File: src/rtl/tmds_pkg.sv
// tmds_pkg: control-token constants, alignment FSM states and offset width
// shared by the TMDS receive decoder files.
package tmds_pkg;

    localparam logic [9:0] TOK_C00 = 10'b1101010100;
    localparam logic [9:0] TOK_C01 = 10'b0010101011;
    localparam logic [9:0] TOK_C10 = 10'b0101010100;
    localparam logic [9:0] TOK_C11 = 10'b1010101011;

    localparam int unsigned         OFFSET_W   = 4;
    localparam logic [OFFSET_W-1:0] OFFSET_MAX = 4'd9;

    typedef enum logic {
        SEARCH = 1'b0,
        LOCKED = 1'b1
    } state_t;

endpackage

File: src/rtl/tmds_sym_decode.sv
// tmds_sym_decode: combinational decode of one aligned 10-bit TMDS symbol
// into a control flag/code or an 8-bit pixel byte.
module tmds_sym_decode
    import tmds_pkg::*;
(
    input  logic [9:0] i_aligned,
    output logic       o_is_ctrl,
    output logic [1:0] o_c,
    output logic [7:0] o_d
);

    logic [7:0] w_qm;

    always_comb begin
        o_is_ctrl = 1'b1;
        o_c       = '0;
        o_d       = '0;
        w_qm      = i_aligned[9] ? ~i_aligned[7:0] : i_aligned[7:0];
        case (i_aligned)
            TOK_C00: o_c = 2'b00;
            TOK_C01: o_c = 2'b01;
            TOK_C10: o_c = 2'b10;
            TOK_C11: o_c = 2'b11;
            default: begin
                // bit 8 selects whether the encoder chained bits with XOR or XNOR
                o_is_ctrl = 1'b0;
                o_d[0]    = w_qm[0];
                for (int unsigned i = 1; i < 8; i++) begin
                    o_d[i] = i_aligned[8] ? (w_qm[i] ^ w_qm[i-1]) : ~(w_qm[i] ^ w_qm[i-1]);
                end
            end
        endcase
    end

endmodule

File: src/rtl/tmds_dec.sv
// tmds_dec: single-lane TMDS receive decoder with control-token word alignment.
// Define TMDS_DEC_ERRCNT_EN to add the disparity/lock-loss error counter port err_cnt.
module tmds_dec
    import tmds_pkg::*;
#(
    parameter int unsigned CTRL_RUN     = 8,
    parameter int unsigned SEARCH_WIN   = 2048,
    parameter int unsigned LOSS_TIMEOUT = 2048
) (
    input  logic                clk,
    input  logic                rst_n,
    input  logic [9:0]          raw,
    output logic [7:0]          d,
    output logic [1:0]          c,
    output logic                de,
    output logic                locked,
`ifdef TMDS_DEC_ERRCNT_EN
    output logic [15:0]         err_cnt,
`endif
    output logic [OFFSET_W-1:0] offset
);

    localparam int unsigned RUN_W   = $clog2(CTRL_RUN + 1);
    localparam int unsigned WIN_W   = $clog2(SEARCH_WIN);
    localparam int unsigned QUIET_W = $clog2(LOSS_TIMEOUT);

    state_t              r_state;
    logic [9:0]          r_w0;
    logic [9:0]          r_w1;
    logic [OFFSET_W-1:0] r_offset;
    logic [RUN_W-1:0]    r_run;
    logic [1:0]          r_last;
    logic [WIN_W-1:0]    r_win;
    logic [QUIET_W-1:0]  r_quiet;
    logic [7:0]          r_d;
    logic [1:0]          r_c;
    logic                r_de;
    logic                r_locked;

    logic [19:0]         w_cat;
    logic [9:0]          w_aligned;
    logic                w_is_ctrl;
    logic [1:0]          w_code;
    logic [7:0]          w_dat;
    logic [RUN_W-1:0]    w_run_next;
    logic                w_lock;
    logic                w_expire;
    logic                w_loss;

    assign w_cat     = {r_w0, r_w1};
    assign w_aligned = w_cat[r_offset +: 10];

    tmds_sym_decode u_dec (
        .i_aligned (w_aligned),
        .o_is_ctrl (w_is_ctrl),
        .o_c       (w_code),
        .o_d       (w_dat)
    );

    always_comb begin
        w_run_next = '0;
        if (w_is_ctrl) begin
            if (r_run != '0 && w_code == r_last) begin
                w_run_next = (r_run == RUN_W'(CTRL_RUN)) ? r_run : r_run + RUN_W'(1);
            end else begin
                w_run_next = RUN_W'(1);
            end
        end
        w_lock   = (w_run_next == RUN_W'(CTRL_RUN));
        w_expire = (r_win == WIN_W'(SEARCH_WIN - 1));
        w_loss   = !w_is_ctrl && (r_quiet == QUIET_W'(LOSS_TIMEOUT - 1));
    end

    always_ff @(posedge clk or negedge rst_n) begin
        if (!rst_n) begin
            r_state  <= SEARCH;
            r_w0     <= '0;
            r_w1     <= '0;
            r_offset <= '0;
            r_run    <= '0;
            r_last   <= '0;
            r_win    <= '0;
            r_quiet  <= '0;
            r_d      <= '0;
            r_c      <= '0;
            r_de     <= 1'b0;
            r_locked <= 1'b0;
        end else begin
            r_w0   <= raw;
            r_w1   <= r_w0;
            r_last <= w_code;
            case (r_state)
                SEARCH: begin
                    r_quiet <= '0;
                    r_d     <= '0;
                    r_c     <= '0;
                    r_de    <= 1'b0;
                    // lock takes priority over a window expiry on the same cycle
                    if (w_lock) begin
                        r_state  <= LOCKED;
                        r_locked <= 1'b1;
                        r_c      <= w_code;
                        r_run    <= '0;
                        r_win    <= '0;
                    end else if (w_expire) begin
                        r_offset <= (r_offset == OFFSET_MAX) ? '0 : r_offset + OFFSET_W'(1);
                        r_run    <= '0;
                        r_win    <= '0;
                    end else begin
                        r_run <= w_run_next;
                        r_win <= r_win + WIN_W'(1);
                    end
                end
                LOCKED: begin
                    if (w_loss) begin
                        r_state  <= SEARCH;
                        r_locked <= 1'b0;
                        r_d      <= '0;
                        r_c      <= '0;
                        r_de     <= 1'b0;
                        r_run    <= '0;
                        r_win    <= '0;
                        r_quiet  <= '0;
                    end else begin
                        r_d  <= w_dat;
                        r_c  <= w_code;
                        r_de <= !w_is_ctrl;
                        if (w_is_ctrl) begin
                            r_quiet <= '0;
                        end else if (r_quiet != '1) begin
                            r_quiet <= r_quiet + QUIET_W'(1);
                        end
                    end
                end
                default: r_state <= SEARCH;
            endcase
        end
    end

    assign d      = r_d;
    assign c      = r_c;
    assign de     = r_de;
    assign locked = r_locked;
    assign offset = r_offset;

`ifdef TMDS_DEC_ERRCNT_EN
    logic signed [5:0] r_disp;
    logic [15:0]       r_err;
    logic [3:0]        w_ones;
    logic signed [6:0] w_delta;
    logic signed [6:0] w_disp_sum;
    logic              w_data_lk;
    logic              w_disp_err;
    logic [1:0]        w_err_inc;
    logic [16:0]       w_err_sum;

    always_comb begin
        w_ones = '0;
        for (int unsigned i = 0; i < 10; i++) begin
            w_ones = w_ones + {3'b000, w_aligned[i]};
        end
        // ones - zeros of a 10-bit symbol is 2*ones - 10
        w_delta    = $signed({2'b00, w_ones, 1'b0}) - 7'sd10;
        w_disp_sum = $signed({r_disp[5], r_disp}) + w_delta;
        w_data_lk  = (r_state == LOCKED) && !w_is_ctrl;
        w_disp_err = w_data_lk && ((w_disp_sum > 7'sd10) || (w_disp_sum < -7'sd10));
        w_err_inc  = {1'b0, w_disp_err} + {1'b0, (r_state == LOCKED) && w_loss};
        w_err_sum  = {1'b0, r_err} + {15'b0, w_err_inc};
    end

    always_ff @(posedge clk or negedge rst_n) begin
        if (!rst_n) begin
            r_disp <= '0;
            r_err  <= '0;
        end else begin
            r_err <= w_err_sum[16] ? '1 : w_err_sum[15:0];
            if (!w_data_lk || w_disp_err) begin
                r_disp <= '0;
            end else begin
                r_disp <= w_disp_sum[5:0];
            end
        end
    end

    assign err_cnt = r_err;
`endif

endmodule

File: config.mk
export PLATFORM = sky130hd
export DESIGN_NAME = tmds_dec
export DESIGN_NICKNAME = d
export VERILOG_FILES = /design/src/rtl/tmds_pkg.sv /design/src/rtl/tmds_sym_decode.sv /design/src/rtl/tmds_dec.sv
export SDC_FILE = /design/constraint.sdc
export NUM_CORES = 1
export LEC_CHECK = 0
export BUFFER_PORTS_ARGS = -buffer_cell sky130_fd_sc_hd__clkbuf_2
export CAP_MARGIN = 30
export CELL_PAD_IN_SITES_DETAIL_PLACEMENT = 1
export CELL_PAD_IN_SITES_GLOBAL_PLACEMENT = 2
export CORE_MARGIN = 2
export CORE_UTILIZATION = 37
export CTS_BUF_LIST = sky130_fd_sc_hd__clkbuf_4
export CTS_CLUSTER_SIZE = 24
export DETAILED_ROUTE_END_ITERATION = 7
export GPL_TIMING_DRIVEN = 0
export PLACE_DENSITY_LB_ADDON = 0.1
export SLEW_MARGIN = 30
export SYNTH_ARGS = -nofsm -noshare
export SYNTH_HDL_FRONTEND = slang
export SYNTH_HIERARCHICAL = 1
export SYNTH_SLANG_ARGS = --single-unit
File: constraint.sdc
create_clock -name clk -period 3.5 [get_ports clk]
set_clock_uncertainty 0.05 [all_clocks]
set_input_delay 0.35 -clock clk [delete_from_list [all_inputs] [get_ports clk]]
set_output_delay 0.35 -clock clk [all_outputs]
set_load 0.1 [all_outputs]
==> impl_metrics.yaml, run 1 <==
status:
  status: "complete, but fails checks"
  violations: "setup timing"
power_and_ir_drop:
  power.total_mw: 1.43
  leakagePower_nw: 2.18
  irDropWorstVdd_mv: 0.195
  p_per_area_mw_per_mm2: 293
synthesis:
  ys_warn_count: 6
  async_flop_share: 1.00
  ys_ff_latch: 65
  avgSynthCellArea_um2: 10.7
  ys.flop_type: "dfrtp_1"
  synth_edf_count: 0
  yosysUniqueCellTypes: 57
  netlist_instances: 343
  syn-num-nets: 367
  netlist_area_mm2: 0.00368
  yosysSeqAreaShare: 0.442
floorplan:
  initial_utilization: 0.378
  core_area_mm2: 0.00973
  die_h_um: 104
  fp-row-count: 36
  ioPinCount: 28
  die_x_um: 104
  dieArea_mm2: 0.0108
worst_setup_path:
  reg2reg_slack_ns: -0.26
  r2r-end: "offset[1]"
  arrival_ns: 4.05
  reg2reg_from: "offset[1]"
  r2r_cells: 15
  cp_cell_sequence: "buf_4 > mux2_4 > nor2_4 > a21oi_2 > mux4_2 > ha_2 > nand3_4 > nor2_8 > mux2_4 > xnor2_4 > o2111ai_4 > o41ai_4 > buf_4 > nor3_2 > mux2i_1"
  crit_type: "flop to flop"
  cp-start-kind: "flop"
  cp.required_ns: 3.78
  crit_path_end_kind: "flop"
  critPathMaxStageDelay_ns: 0.55
  cp_max_fo: 5
  cp_slowest_cell: "dfrtp_4"
route:
  firstDrtPassIters: 4
  wl_per_cell_um: 16.5
  vias: 2869
  drt-initial-drc-count: 129
  ant_nets: 0
  via_per_inst: 5.12
  drc: 0
  totalWireLength_mm: 9.22
timing:
  setup_violations: 19
  hold_violations: 0
  finalSetupTns_ns: -2.54
  timing.fmax_ghz: 0.266
  maxSlewHeadroom: 0.575
  rsz0062_at_grt: "yes"
  slew_viol_final: 0
  worst_pin_slew_ns: 0.637
  setup_ws_ns: -0.262
  final.min_clock_period_ns: 3.76
  fin_crit_sh: 1.07
grt:
  grt_use_total: 0.180
  grt_max_degree: 41
  grt_pass1_vias: 2969
  antenna_found_initial: 0
  grt-ovfl-total: 0
  grt_pass1_wl_mm: 15.4
cts:
  cts_root_buffer: "clkbuf_4"
  cts_buffer_depth: 2
  clkLatencyLatePin_ns: 0.44
  cts_tree: "built"
  cts_buffers: 9
  clock_sinks: 65
  htreeDepth: 3
  cts.clk_slew.worst_paths_ns: 0.14
placement:
  placed_cells: 504
  preCtsSetupSlack_ns: -0.881
  dp_hpwl_mm: 6.19
  gp_congestion: 0.854
  io_buffers: 27
final_layout:
  insertedDiodeCount: 0
  syn_to_final_growth_pct: 32.3
  most-common-layout-cells: "dfrtp_1, nand2_1, clkbuf_2"
  final_common_cell: "dfrtp_1"
  utilization: 0.500
  drive_gt1_frac: 0.377
  fin_nets: 446
  final-instance-count-excl-fill: 560
min_path:
  holdCritPathClass: "input pin to async pin"
run:
  cap_violations: 0
area by class of cell:
| cell class | instances | area [µm²] |
|---|---|---|
| plain buffers | 13 | 131 |
| clock buffers | 9 | 67.6 |
| clock inverters | 7 | 70.1 |
| fillers | 1057 | 4860 |
| inverters | 19 | 75.1 |
| multi-input cells | 245 | 2180 |
| flip-flops and latches | 65 | 1640 |
| well taps | 133 | 166 |
| repair buffers | 69 | 541 |
state kept, by name, summed over array words and instances, names as in the netlist:
signal and cells:
r_quiet 11, r_win 11, r_w0 10, r_w1 10, d 8, offset 4
r_run 4, c 2, r_last 2, de 1, locked 1, r_state 1
per-layer routing:
| layer | vias up | wire (µm) | part of all wire | GRT usage |
|---|---|---|---|---|
| li1 | 1376 | - | - | - |
| met1 | 1434 | 4300 | 0.47 | 0.245 |
| met2 | 47 | 4520 | 0.49 | 0.286 |
| met3 | 12 | 260 | 0.028 | 0.0371 |
| met4 | 0 | 136 | 0.015 | 0.0637 |
| met5 | - | 0 | 0 | 0 |
synthesized netlist by cell type (2+ instances only):
cell type	instances	area, µm²
mux2i_1	12	120
nand2_1	34	128
o21ai_0	12	60.1
xnor2_2	2	32.5
mux4_2	12	270
nor4_1	2	12.5
and4_1	2	17.5
dfrtp_1	65	1630
nor2_1	22	82.6
clkbuf_1	7	26.3
xor2_1	8	70.1
inv_1	19	71.3
a21oi_1	13	65.1
xnor2_1	17	149
a21o_1	3	22.5
nor3_1	13	65.1
ha_1	12	150
a31oi_1	3	18.8
nand3_1	11	55.1
nor3_2	2	20.0
o31ai_1	2	15.0
and3_1	4	25.0
and2_1	13	81.3
nor2b_1	3	18.8
nand4_1	3	18.8
a211oi_1	6	45.0
nor4b_1	2	17.5
buf_2	3	15.0
nand2b_1	2	12.5
mux2_2	3	33.8
buf_6	2	22.5
or3_1	2	12.5
a211o_1	3	26.3
through the flow:
step	hold WS, ns	area (µm²)
3_3_place_gp	0.334	4080
5_1_grt	0.329	4870
2_1_floorplan	0.00441	3780
6_report	0.325	4870
4_1_cts	0.318	4680
3_5_place_dp	0.280	4110
timing repair:
item                                    4_1_cts  5_1_grt
buffers inserted                             19        8
gates cloned                                  3        0
hold endpoints to repair                     35        0
resized for setup                            45       33
hold buffers                                 11        0
endpoints found under the setup margin       41       40
pin swaps                                    16        7
critical path, delay by kind of cell, from the launching register on:
kind	cells	cell delay, ns
buf+inv	2	0.38
xor+xnor	1	0.17
mux	4	1.30
flops	1	0.55
compound gates	3	0.67
simple gates	4	0.31
fa+ha+maj	1	0.22
kinds of logic (layout without fill, tap and decap cells):
group	Yosys count	count (layout)	synth area share
buffers and inverters	33	117	0.0398
and+or+nand+nor	124	124	0.185
DFF	65	65	0.442
muxes	28	28	0.119
xor gates and xnor gates	27	27	0.0683
AOI/OAI and AO/OA	54	54	0.104
adders and majority gates	12	12	0.0408
power breakdown:
group / internal [mW] / leakage [nW] / switching [mW]
clock network: 0.216 / 0.0660 / 0.301
logic: 0.0676 / 1.27 / 0.0652
registers: 0.763 / 0.841 / 0.0136
total: 1.05 / 2.18 / 0.379
worst max path at each step:
stage	startpoint	endpoint	slack, ns	cells after the start
after floorplan	offset[1]	r_win[2]	-0.43	13
after global placement	offset[0]	r_win[2]	-0.87	17
after detailed placement	offset[0]	r_win[1]	-0.88	17
after CTS	offset[1]	offset[1]	-0.31	14
after global routing	offset[1]	offset[1]	-0.43	16
final	offset[1]	offset[1]	-0.26	15
Power figures use the tool's default switching activity.
==> run 2, diff against run 1 <==
- CORE_UTILIZATION: 37 -> 25
- GPL_TIMING_DRIVEN: 0 -> not set
- SETUP_SLACK_MARGIN: not set -> 0.5
==> impl_metrics.yaml, run 2 (same netlist as run 1, synthesis figures left out) <==
power_and_ir_drop:
  p_sw_frac: 0.255
  p_per_area_mw_per_mm2: 275
  irDropWorstVdd_mv: 0.136
  seqPwrFrac: 0.532
  leakagePower_nw: 2.34
  power.total_mw: 1.46
  combPwrFrac: 0.108
  power.internal_mw: 1.09
  switching_power_uw: 372
  clockPowerShare: 0.360
timing:
  hold_violations: 0
  slew_viol_final: 0
  maxSlewHeadroom: 0.609
  setup_violations: 20
  final.min_clock_period_ns: 3.67
  setup_ws_ns: -0.175
  timing.fmax_ghz: 0.272
  hold_slack_ns: 0.360
  finalSetupTns_ns: -2.02
  rsz0062_at_grt: "yes"
  fin_crit_sh: 1.05
  worst_pin_slew_ns: 0.587
worst_setup_path:
  arrival_ns: 3.96
  crit_buf_inv: 3
  cp-start-kind: "flop"
  cp_cell_sequence: "buf_12 > mux2_2 > nor2_2 > a21oi_2 > mux4_2 > buf_6 > ha_4 > nand3_4 > nor2_8 > mux2_4 > xnor2_4 > o2111ai_4 > nor4_4 > buf_6 > nor4_1 > a211o_1"
  cp_max_fo: 5
  crit_type: "flop to flop"
  cp_top_family: "multiplexers"
  reg2reg_slack_ns: -0.17
  critPathMaxStageDelay_ns: 0.53
  cp.required_ns: 3.78
  cp_slowest_cell: "dfrtp_4"
  crit_path_end_kind: "flop"
  crit_path_frequent_cell: "buf_6"
min_path:
  holdCritPathClass: "input pin to async pin"
route:
  firstDrtPassIters: 5
  drt-initial-drc-count: 85
  totalWireLength_mm: 10.2
  vias: 2991
  wl_per_cell_um: 15.7
  ant_nets: 0
  drc: 0
  via_per_inst: 4.60
floorplan:
  dieArea_mm2: 0.0157
  ioPinCount: 28
  initial_utilization: 0.254
  die_x_um: 125
  core_area_mm2: 0.0145
  die_h_um: 125
  fp-row-count: 44
final_layout:
  fin_nets: 485
  final_common_cell: "buf_4"
  top_regs: "r_quiet x11, r_win x11"
  most-common-layout-cells: "buf_4, dfrtp_1, nand2_1"
  insertedDiodeCount: 0
  syn_to_final_growth_pct: 44.3
  drive_gt1_frac: 0.468
  final-instance-count-excl-fill: 650
  utilization: 0.367
cts:
  cts_root_buffer: "clkbuf_4"
  cts_tree: "built"
  cts.clk_slew.worst_paths_ns: 0.12
  clkLatencyLatePin_ns: 0.44
  cts_buffers: 9
  clock_sinks: 65
  cts_buffer_depth: 2
  htreeDepth: 3
placement:
  dp_hpwl_mm: 7.12
  placed_cells: 597
  io_buffers: 27
  gp_congestion: 0.772
grt:
  grt_use_total: 0.136
  grt_pass1_wl_mm: 16.9
  grt_max_degree: 45
  antenna_found_initial: 0
  grt_pass1_vias: 3205
  grt-ovfl-total: 0
status:
  status: "complete, but fails checks"
  violations: "setup timing"
run:
  cap_violations: 0
==> run 2: changes by cell type in the layout (fill, tap and decap cells not counted), sizes merged <==
cell,delta
clkbuf,-1
clkinvlp,-3
buf,+42
inv,-1
nand3,+1
clkinv,+1
==> run 2: layer usage <==
layer / GRT usage / vias up / share of wire
li1: - / 1446 / -
met1: 0.181 / 1494 / 0.48
met2: 0.215 / 39 / 0.48
met3: 0.0270 / 12 / 0.024
met4: 0.0569 / 0 / 0.019
met5: 0 / - / 0
==> run 2: final timing paths <==
kind | from | endpoint | depth (start not counted)
worst max-delay path | offset[1] | r_win[4] | 16
min in group clk | r_w0[9] | r_w1[9] | 0
worst min register to register | r_w0[9] | r_w1[9] | 0
worst min-delay path | rst_n | r_win[3] | 3
max in group asynchronous | rst_n | offset[1] | 3
worst max register to register | offset[1] | r_win[4] | 16
==> run 2: cell type report <==
class	instances	area, µm²
Fill cell	1617	9170
Sequential cell	65	1640
Clock inverter	4	43.8
Tap cell	184	230
Multi-Input combinational cell	246	2290
Inverter	19	77.6
Timing Repair Buffer	120	943
Clock buffer	12	90.1
==> run 2: per-stage QoR <==
stage / area (µm²) / setup slack (ns)
6_report: 5310 / -0.175
5_1_grt: 5310 / -0.339
4_1_cts: 4940 / -0.140
3_5_place_dp: 4490 / -0.339
3_3_place_gp: 4490 / -0.344
2_1_floorplan: 3810 / -0.434
==> run 2: tightest hold or removal path: stages <==
cell,delay [ns]
dlygate4sd3_1,0.52
buf_2,0.11
buf_4,0.27
==> run 2: power by group through the flow <==
stage	logic, mW	clock network [mW]	registers (mW)
floorplan	0.0676	0	0.784
global placement	0.124	0	0.789
detailed placement	0.124	0	0.789
CTS	0.142	0.557	0.774
global route	0.176	0.594	0.778
finish	0.157	0.525	0.776
==> run 2: what timing repair did <==
item / in CTS / in global routing
resized for setup: 22 / 63
endpoints found under the hold margin: 75 / 0
cloned: 1 / 2
pin swaps: 5 / 20
setup endpoints to repair: 43 / 43
setup buffers: 15 / 8
hold buffers: 11 / 0
==> run 3, diff against run 2 <==
- CORE_UTILIZATION: 25 -> 24
==> impl_metrics.yaml, run 3 (same netlist as run 1, synthesis figures left out) <==
final_layout:
  fin_area_mm2: 0.00520
  final-instance-count-excl-fill: 640
  drive_gt1_frac: 0.441
  final_common_cell: "dfrtp_1"
  syn_to_final_growth_pct: 41.3
  utilization: 0.345
  most-common-layout-cells: "dfrtp_1, buf_4, nand2_1"
  top_regs: "r_quiet x11, r_win x11"
  fin_nets: 471
floorplan:
  die_h_um: 128
  core_area_mm2: 0.0151
  dieArea_mm2: 0.0163
  ioPinCount: 28
  fp-row-count: 45
  die_x_um: 128
  initial_utilization: 0.244
route:
  ant_nets: 0
  drc: 0
  wl_per_cell_um: 15.7
  vias: 2926
  totalWireLength_mm: 10.0
  firstDrtPassIters: 5
  via_per_inst: 4.57
  drt-initial-drc-count: 83
placement:
  dp_hpwl_mm: 7.29
  place_area_mm2: 0.00449
  placed_cells: 595
  gp_congestion: 0.763
  io_buffers: 27
worst_setup_path:
  crit_path_end_kind: "flop"
  cp_max_fo: 8
  arrival_ns: 3.96
  cp.required_ns: 3.79
  crit_type: "flop to flop"
  cp-start-kind: "flop"
cts:
  htreeDepth: 3
  cts_root_buffer: "clkbuf_4"
  clock_sinks: 65
  clkLatencyLatePin_ns: 0.44
  cts_buffers: 9
  cts.clk_slew.worst_paths_ns: 0.13
  cts_tree: "built"
  cts_buffer_depth: 2
run:
  cap_violations: 0
power_and_ir_drop:
  irDropWorstVdd_mv: 0.127
  leakagePower_nw: 2.31
  p_per_area_mw_per_mm2: 287
timing:
  final.min_clock_period_ns: 3.66
  setup_ws_ns: -0.164
  maxSlewHeadroom: 0.465
  setup_violations: 20
  fin_crit_sh: 1.05
  rsz0062_at_grt: "yes"
  hold_slack_ns: 0.399
  finalSetupTns_ns: -1.71
  hold_violations: 0
  timing.fmax_ghz: 0.273
  worst_pin_slew_ns: 0.802
  slew_viol_final: 0
grt:
  antenna_found_initial: 1
  grt_pass1_wl_mm: 17.1
  grt_pass1_vias: 3147
  grt-ovfl-total: 0
  grt_use_total: 0.136
  grt_max_degree: 33
min_path:
  holdCritPathClass: "flop to flop"
status:
  status: "complete, but fails checks"
  violations: "setup timing"
## run 3: changes by cell type in the layout (fill, tap and decap cells not counted), moves of 3 or more
cell	delta
buf_12	+3
buf_4	-13
buf_6	-3
mux2i_4	-3
nor3_1	-3
## run 3: area by class of cell
class	instances	area, µm²
diodes	1	2.50
clock buffers	10	75.1
clock inverters	5	72.6
fillers	1679	9890
inverters	19	77.6
multi-input cells	246	2250
flip-flops and latches	65	1640
well taps	188	235
repair buffers	106	847
## run 3: repair_timing
| action | CTS | global route |
|---|---|---|
| hold buffers | 11 | 0 |
| endpoints found under the setup margin | 43 | 43 |
| hold endpoints to repair | 40 | 0 |
| pin swaps | 18 | 9 |
| gates cloned | 3 | 0 |
| setup buffers | 10 | 5 |
| resized for setup | 51 | 28 |
## run 3: power by group
group,internal [mW],switching [mW],total (mW)
logic,0.0765,0.0694,0.146
clock network,0.288,0.282,0.570
registers,0.762,0.0121,0.775
## run 3: worst paths after layout
check                        endpoint  cells after the start      start  slack [ns]
min reg2reg                   r_w1[7]                      0    r_w0[7]        0.40
max in group asynchronous  r_quiet[4]                      3      rst_n        2.12
max reg2reg                 offset[2]                     15  offset[1]       -0.16
min                           r_w1[7]                      0    r_w0[7]        0.40
max                         offset[2]                     15  offset[1]       -0.16
min in group asynchronous   offset[2]                      2      rst_n        0.48
## run 3: routing by layer
layer	wire [µm]	GRT usage	up-vias	share of wire
met5	0	0	-	0
met4	61	0.0427	0	0.0061
met3	287	0.0334	4	0.029
met2	4840	0.215	34	0.48
met1	4840	0.184	1466	0.48
li1	-	-	1422	-
## run 3: stage by stage
| stage | power [mW] | setup slack (ns) |
|---|---|---|
| floorplan | 0.851 | -0.434 |
| global placement | 0.914 | -0.337 |
| detailed placement | 0.913 | -0.372 |
| CTS | 1.53 | -0.135 |
| global route | 1.58 | -0.285 |
| finish | 1.49 | -0.164 |
## run 3: worst max-delay path: stages, from the launching register on
cell       delay (ns)
dfrtp_4          0.57
buf_6            0.15
buf_12           0.12
mux4_2           0.33
mux4_2           0.53
buf_6            0.15
ha_4             0.15
nand3_4          0.07
nor2_8           0.04
mux2_4           0.30
xnor2_4          0.15
o2111ai_4        0.11
o41ai_4          0.11
buf_6            0.17
or4_4            0.43
xnor2_2          0.14
